### src/rtl/jam_pkg.sv
// jam_pkg
// Shared definitions for the job-assignment (JAM) datapath. The cost loader
// uses it now, and the assignment engine will import the same package later
// so both sides agree on matrix size and cost width.
//   N       : workers = jobs (power of two)
//   COST_W  : bits per cost entry
//   IDX_W   : width of a worker/job index
//   NN      : number of entries in one matrix (N*N)
//   CNT_W   : width of the beat counter
//   LB_W    : width of the lower-bound sum (N costs added together)
package jam_pkg;

    localparam int N      = 8;
    localparam int COST_W = 7;
    localparam int IDX_W  = $clog2(N);
    localparam int NN     = N * N;
    localparam int CNT_W  = IDX_W * 2 + 1;
    localparam int LB_W   = IDX_W + COST_W;

    typedef enum logic [1:0] {
        IDLE,
        LOAD,
        READY
    } state_e;

    function automatic logic [COST_W-1:0] cost_min(input logic [COST_W-1:0] a,
                                                   input logic [COST_W-1:0] b);
        return (a < b) ? a : b;
    endfunction

endpackage

### src/rtl/jam_row_min.sv
// jam_row_min
// Tracks the minimum of the row currently being loaded and adds it to a
// running accumulator when the row's last beat arrives. The final
// accumulator value is a lower bound on any assignment's total cost.
// Only compiled when LOWER_BOUND_EN is defined.
// Ports:
//   CLK, RST_N : clock, asynchronous active-low reset
//   beat_en    : an accepted, well-framed beat is present this cycle
//   clear      : drop the accumulator (matrix discarded or released)
//   col        : job index of the current beat
//   data       : cost carried by the current beat
//   acc        : sum of completed row minima
`ifdef LOWER_BOUND_EN
module jam_row_min
    import jam_pkg::*;
(
    input  logic              CLK,
    input  logic              RST_N,
    input  logic              beat_en,
    input  logic              clear,
    input  logic [IDX_W-1:0]  col,
    input  logic [COST_W-1:0] data,
    output logic [LB_W-1:0]   acc
);

    logic [COST_W-1:0] row_min_q, row_min_d;
    logic [LB_W-1:0]   acc_q, acc_d;
    logic [COST_W-1:0] eff_min;

    // The first column of a row restarts the minimum, so the register
    // never needs an explicit reset between rows.
    always_comb begin
        eff_min   = (col == '0) ? data : cost_min(row_min_q, data);
        row_min_d = row_min_q;
        acc_d     = acc_q;
        if (clear) begin
            acc_d = '0;
        end else if (beat_en) begin
            row_min_d = eff_min;
            if (col == IDX_W'(N - 1)) begin
                acc_d = acc_q + LB_W'(eff_min);
            end
        end
    end

    always_ff @(posedge CLK or negedge RST_N) begin
        if (!RST_N) begin
            row_min_q <= '0;
            acc_q     <= '0;
        end else begin
            row_min_q <= row_min_d;
            acc_q     <= acc_d;
        end
    end

    assign acc = acc_q;

endmodule
`endif

### src/rtl/jam_cost_loader.sv
// jam_cost_loader
// Upstream feeder for the JAM engine. Accepts an N x N cost matrix as a
// valid/ready stream (worker-major, job-minor), stores it, and then serves
// combinational W/J -> Cost lookups until the engine signals completion.
// Optional feature: define LOWER_BOUND_EN to add the lb_cost output
// (sum over workers of the row minimum).
// Ports:
//   CLK, RST_N    : clock, asynchronous active-low reset
//   in_valid      : upstream beat valid
//   in_ready      : loader accepts a beat (state decode only)
//   in_data       : cost entry of the current beat
//   in_last       : final beat of a matrix
//   W, J          : lookup worker / job index
//   Cost          : table[W][J] while the table is valid, else 0
//   table_valid   : table complete and frozen
//   consumer_done : engine finished with the table
//   frame_err     : sticky framing-error flag
//   lb_cost       : (LOWER_BOUND_EN only) lower bound on total cost
module jam_cost_loader
    import jam_pkg::*;
(
    input  logic              CLK,
    input  logic              RST_N,
    input  logic              in_valid,
    output logic              in_ready,
    input  logic [COST_W-1:0] in_data,
    input  logic              in_last,
    input  logic [IDX_W-1:0]  W,
    input  logic [IDX_W-1:0]  J,
    output logic [COST_W-1:0] Cost,
    output logic              table_valid,
    input  logic              consumer_done,
    output logic              frame_err
`ifdef LOWER_BOUND_EN
    ,
    output logic [LB_W-1:0]   lb_cost
`endif
);

    state_e            state_q, state_d;
    logic [CNT_W-1:0]  cnt_q, cnt_d;
    logic              frame_err_q, frame_err_d;
    logic [COST_W-1:0] cost_tbl_q [N][N];
    logic [COST_W-1:0] cost_tbl_d [N][N];

    logic              xfer;
    logic              last_idx;
    logic              bad_frame;
    logic [IDX_W-1:0]  wr_row;
    logic [IDX_W-1:0]  wr_col;

    assign in_ready  = (state_q != READY);
    assign xfer      = in_valid && in_ready;
    assign last_idx  = (cnt_q == CNT_W'(NN - 1));
    // A frame is malformed when in_last and the counter disagree about
    // where the matrix ends.
    assign bad_frame = xfer && (in_last != last_idx);
    assign wr_row    = cnt_q[2*IDX_W-1:IDX_W];
    assign wr_col    = cnt_q[IDX_W-1:0];

    // Next-state logic. A bad frame consumes the beat and drops back to
    // IDLE; stale entries left in the table are harmless because Cost is
    // gated by table_valid and a full reload overwrites every entry.
    always_comb begin
        state_d     = state_q;
        cnt_d       = cnt_q;
        frame_err_d = frame_err_q;
        case (state_q)
            IDLE, LOAD: begin
                if (xfer) begin
                    if (bad_frame) begin
                        state_d     = IDLE;
                        cnt_d       = '0;
                        frame_err_d = 1'b1;
                    end else if (last_idx) begin
                        state_d = READY;
                        cnt_d   = '0;
                    end else begin
                        state_d = LOAD;
                        cnt_d   = cnt_q + 1'b1;
                    end
                end
            end
            READY: begin
                if (consumer_done) begin
                    state_d = IDLE;
                end
            end
            default: begin
                state_d = IDLE;
                cnt_d   = '0;
            end
        endcase
    end

    // Table write path: every accepted beat lands at its row/column slot.
    always_comb begin
        cost_tbl_d = cost_tbl_q;
        if (xfer) begin
            cost_tbl_d[wr_row][wr_col] = in_data;
        end
    end

    always_ff @(posedge CLK or negedge RST_N) begin
        if (!RST_N) begin
            state_q     <= IDLE;
            cnt_q       <= '0;
            frame_err_q <= 1'b0;
            for (int r = 0; r < N; r++) begin
                for (int c = 0; c < N; c++) begin
                    cost_tbl_q[r][c] <= '0;
                end
            end
        end else begin
            state_q     <= state_d;
            cnt_q       <= cnt_d;
            frame_err_q <= frame_err_d;
            cost_tbl_q  <= cost_tbl_d;
        end
    end

    assign table_valid = (state_q == READY);
    assign frame_err   = frame_err_q;
    assign Cost        = table_valid ? cost_tbl_q[W][J] : '0;

`ifdef LOWER_BOUND_EN
    logic            lb_beat;
    logic            lb_clear;
    logic [LB_W-1:0] lb_acc;

    // The accumulator restarts whenever a matrix is thrown away or released.
    assign lb_beat  = xfer && !bad_frame;
    assign lb_clear = bad_frame || ((state_q == READY) && consumer_done);

    jam_row_min u_row_min (
        .CLK     (CLK),
        .RST_N   (RST_N),
        .beat_en (lb_beat),
        .clear   (lb_clear),
        .col     (wr_col),
        .data    (in_data),
        .acc     (lb_acc)
    );

    assign lb_cost = table_valid ? lb_acc : '0;
`endif

endmodule

### config.mk
export PLATFORM = sky130hd
export DESIGN_NAME = jam_cost_loader
export DESIGN_NICKNAME = d
export VERILOG_FILES = /design/src/rtl/jam_pkg.sv /design/src/rtl/jam_row_min.sv /design/src/rtl/jam_cost_loader.sv
export SDC_FILE = /design/constraint.sdc
export NUM_CORES = 1
export LEC_CHECK = 0
export BUFFER_PORTS_ARGS = -buffer_cell sky130_fd_sc_hd__clkbuf_2
export CORE_UTILIZATION = 47
export DETAILED_ROUTE_END_ITERATION = 8
export GPL_TIMING_DRIVEN = 1
export REMOVE_ABC_BUFFERS = 1
export SLEW_MARGIN = 15
export SYNTH_ARGS = -nofsm -noshare
export SYNTH_HDL_FRONTEND = slang
export SYNTH_SLANG_ARGS = --single-unit
### constraint.sdc
create_clock -name CLK -period 2.6 [get_ports CLK]
set_input_delay 0.26 -clock CLK [delete_from_list [all_inputs] [get_ports CLK]]
set_output_delay 0.26 -clock CLK [all_outputs]
set_load 0.01 [all_outputs]
Word level (Yosys, flattened, before mapping). Index checks and enable logic that the tools add are counted.

Reductions and logical operators: 9. Mux-type cells: 21. Bitwise operators: 5. Eq/ne operators: 7. Add/sub/neg operators: 1. Magnitude comparators: 6.

Operators by type and width (number): $bwmux 448 (1); $bmux 56 s3 (1); $demux 56 s3 (1); $mux 56 (3); $mux 7 (7); $bmux 7 s3 (1); $demux 7 s3 (1); $ge 4x4->1 const B (4); $not 3->4 (4); $pmux 7 s2 (1); $lt 4x1->1 const B (2); $mux 2 (4); $add 7x1->7 const B (1); $eq 7x6->1 const B (1); $logic_and 1x1->1 (4); $ne 2x2->1 const B (2); $pmux 2 s2 (1); $reduce_and 2->1 (2); $reduce_and 3->1 (1); $eq 2x1->1 const B (1); $eq 2x2->1 const B (1); $logic_not 2->1 (1); $ne 2x1->1 const B (1); $reduce_or 2->1 (1); other kinds (2) (2).

Output and inout bits: 10. Logic and storage cells: 116. Register bits after elaboration: 458.

Longest topological paths before layout.
Word-level depth: 8. Mapped depth: 9.

Least setup slack after synthesis. No wires, ideal clock.

Path kind: input to output. Start point: input W[0]. End point: output Cost[0]. Stages on the path: 6. Arrival: 1.760 ns. Setup slack: 0.580 ns. Data required time: 2.340 ns. Cells stage by stage: buf_4 > buf_2 > mux4_2 > a22oi_1 > nand3_1 > a22o_1.

Longest elaborated chain between the ends: 8.

Ends and longest elaborated chain: start, declared (line jam_cost_loader.sv:28) `input logic [IDX_W-1:0] W,`; $not 3->4 (not written as such) (line jam_cost_loader.sv:124) `assign Cost = table_valid ? cost_tbl_q[W][J] : '0;`; $bmux 56 s3 (line jam_cost_loader.sv:124); $mux 56 (not written as such) (2 in a row) (line jam_cost_loader.sv:124); $bmux 7 s3 (line jam_cost_loader.sv:124); $mux 7 (not written as such) (2 in a row) (line jam_cost_loader.sv:124); $mux 7 (line jam_cost_loader.sv:124); end, declared (line jam_cost_loader.sv:30) `output logic [COST_W-1:0] Cost,`.

No other way between the ends. The select of a mux whose other input is x is not followed.

Worst setup path in the final report.
Start point: register cost_tbl_q[6] (netlist name). End point: output Cost[6].

Longest elaborated chain between the ends: 7.

Ends and longest elaborated chain: start, declared (line jam_cost_loader.sv:43) `logic [COST_W-1:0] cost_tbl_q [N][N];`; start signal, assigned (line jam_cost_loader.sv:118) `cost_tbl_q <= cost_tbl_d;`; $bmux 56 s3 (line jam_cost_loader.sv:124); $mux 56 (not written as such) (2 in a row) (line jam_cost_loader.sv:124); $bmux 7 s3 (line jam_cost_loader.sv:124); $mux 7 (not written as such) (2 in a row) (line jam_cost_loader.sv:124); $mux 7 (line jam_cost_loader.sv:124).

No other way between the ends. The select of a mux whose other input is x is not followed.

==> impl_results.md <==
- Status: finished with violations
- Violated checks: setup timing
- Setup_tns: -571 ps
- Yosys warns: 0
- CP Cell Sequence: mux4_2 -> mux4_2 -> nand2b_4 -> a22o_1 -> clkbuf_2
- Post-route cell area: between 20000 and 25000 um2
- Share of post-route cells with drive strength above 1: 57.0%
- CP arrival: around 2500 ps
- Leakage: ~0.012 uW
- Global-route usage over all layers: roughly a quarter
- Slew headroom: 49.2%
- CP Launch Type: flip-flop
- Sequential area share after synthesis: 53.8%
- Avg Cell Area, Syn: 15.2 um2
- EDFF count, synth: 0
- Post-DR wirelength/cell: 25.8 um
- Die H: ~210 um
- Fill cells: 3611
- GP Congestion: 0.872
- Slew Limit Fails: 0
- Slew @ Worst Pin: 762 ps
- Final ANT Viol Nets: 0
- # IOs: 28
- Fin worst setup slack: -148 ps
- Area contributors post-synth: dfrtp_1 (54%), mux2_2 (24%), mux4_2 (11%)
- Setup crit end kind: output pin
- Post-Syn Area: 21300 um2
- F_max: 364 MHz
- First-pass GRT wire length: 85400 um
- Max-Cap Viols: 0
- CP peak stage delay: 520 ps
- Power per cell area: 763 nW/um2
- Synth unique cells: between 50 and 60
- Placed Area: 22700 um2
- RSZ-0062 raised after global routing: yes
- Post-place setup slack: -3.46 ps
- Chip width: 215 um
- Most frequent cells after synthesis: mux2_2 (459), dfrtp_1 (458), mux4_2 (102)
- Pre-antenna DRT Iters: 4
- Core Region: 44500 um2
- Post-synth top area share: 53.8%
- Power, Total: about 19000 uW
- # H-tree levels: 2
- HPWL Detailed: 36300 um
- Post-synth top area cell: dfrtp_1
- Via count: approximately 13000
- Async set-reset flop share out of synthesis: 100%
- CTS tree: done
- # diodes: 0
- Worst Setup Path Type: flip-flop to output pin
- Num CTS Buffers: 51
- DR DRC count: 0
- Vias in the first global route: ~13000
- Antenna violations before repair: 0
- Clk slew on worst S/H paths: about 60 ps
- R2R setup slack: 270 ps
- Cells after Synth: around 1400
- Primary FF master, synth: dfrtp_1
- Final period util: 106%
- IO buf count: 27
- Pin count of the biggest net entering global routing: 65
- Post-synthesis register bit count: 458
- Critical Path RT: 2340 ps
- Final Hold Viols: 0
- TritonCTS Sinks: 458
- Die area: between 40000 and 50000 um2
- Drt via density: 5.91
- Slowest stage cell, crit path: mux4_2
- Max VDD drop: 0.495 mV
- Final setup viols: 6
- CTS max path bufs: 3
- 1st-iter DRT viols: 962
- Initial Util: between 40% and 50%
- Layout Area Growth over Synthesis: 16.0%
- Skew final: 18.4 ps
- Most common cell on crit path: mux4_2
- # nets final: 1502
- Most frequent cell after synthesis: mux2_2
- Hold Path Class: primary input to flip-flop
- GRT overflow: 0
- Rows: 77
- Root Driver: clkbuf_16
- Final Critical Period: 2750 ps
- Worst-skew pair later-pin latency: slightly below 600 ps
- Critical Path Fanout Max: 2
- Routed WL: 54600 um
==> stage by stage <==
step | util [%] | hold slack, ps | instances
floorplan | - | -35.6 | 1295
global placement | 51.0 | 276 | 2018
detailed placement | 51.0 | 269 | 2018
CTS | 55.4 | 31.1 | 2114
global route | 55.5 | 57.3 | 2114
finish | 55.5 | 64.3 | 2114
==> path summary, 6_finish.rpt <==
kind                            cells past startpoint              end            start
worst min register to register                      1  cost_tbl_q[178]  cost_tbl_q[178]
worst max-delay path                                5          Cost[6]    cost_tbl_q[6]
min in group asynchronous                           2  cost_tbl_q[405]            RST_N
worst min-delay path                                3       state_q[1]    consumer_done
worst max register to register                      4   cost_tbl_q[27]         cnt_q[4]
max in group asynchronous                           3   cost_tbl_q[61]            RST_N
==> what timing repair did <==
item / CTS / global route
pin swaps: 2 / 2
hold buffers: 3 / 0
hold endpoints to repair: 52 / 0
endpoints found under the setup margin: 7 / 7
setup buffers: 1 / 0
gates resized for setup: 19 / 15
==> critical path, delay by kind of cell, from the launching register on <==
| family | cells | cell delay [ps] |
|---|---|---|
| muxes | 2 | 1000 |
| and+or+nand+nor | 1 | 160 |
| DFF | 1 | 380 |
| buffers and inverters | 1 | 130 |
| AOI/OAI and AO/OA | 1 | 230 |
==> kinds of logic after synthesis <==
| group | share of synthesized area (%) |
|---|---|
| muxes | 36.7 |
| buffers and inverters | 2.35 |
| AOI/OAI and AO/OA | 2.70 |
| DFF | 53.8 |
| and+or+nand+nor | 4.34 |
| xor gates and xnor gates | 0.0411 |
| adders and majority gates | 0.0587 |
==> power by group <==
group          switching [uW]  internal (uW)  total, uW
Combinational            1120           1370       2490
Sequential                485           8000       8490
Clock                    2990           4890       7870
==> cell usage in the layout, fill, tap and decap left out, types with 8 or more instances in the layout <==
| cell | synthesis | routed |
|---|---|---|
| dfrtp_1 | 458 | 458 |
| clkbuf_8 | 0 | 10 |
| bufinv_16 | 0 | 9 |
| nor2_2 | 46 | 46 |
| o21ai_0 | 13 | 13 |
| buf_12 | 1 | 17 |
| mux2i_1 | 18 | 15 |
| nor2_1 | 16 | 16 |
| nand2_1 | 38 | 38 |
| mux4_2 | 102 | 107 |
| mux2_2 | 459 | 457 |
| buf_4 | 12 | 89 |
| clkbuf_16 | 0 | 53 |
| clkinv_2 | 0 | 10 |
| nor2b_1 | 8 | 8 |
| o22ai_1 | 13 | 13 |
| a22oi_1 | 8 | 8 |
| a21oi_1 | 14 | 12 |
| nand3_1 | 9 | 9 |
| clkbuf_2 | 0 | 22 |
==> area by class of cell <==
cell class                      instances  area, um2  area share (%)
Clock inverter                         23        354            1.43
Timing Repair Buffer                  135       1200            4.84
Multi-Input combinational cell        835       9480            38.3
Tap cell                              592        741            3.00
Sequential cell                       458      11500            46.4
Clock buffer                           69       1490            6.01
Inverter                                2       7.51          0.0304
==> sequential cells by signal, indices dropped and copies added, names as in the netlist <==
name        flops
cnt_q           7
cost_tbl_q    448
frame_err       1
state_q         2
==> per-layer routing <==
layer	track usage (%)	share of wire, %
met5	0	0
met4	7.05	2.2
met3	3.33	3.7
met2	38.7	48
met1	35.5	46
(Power assumes the default switching activity.)
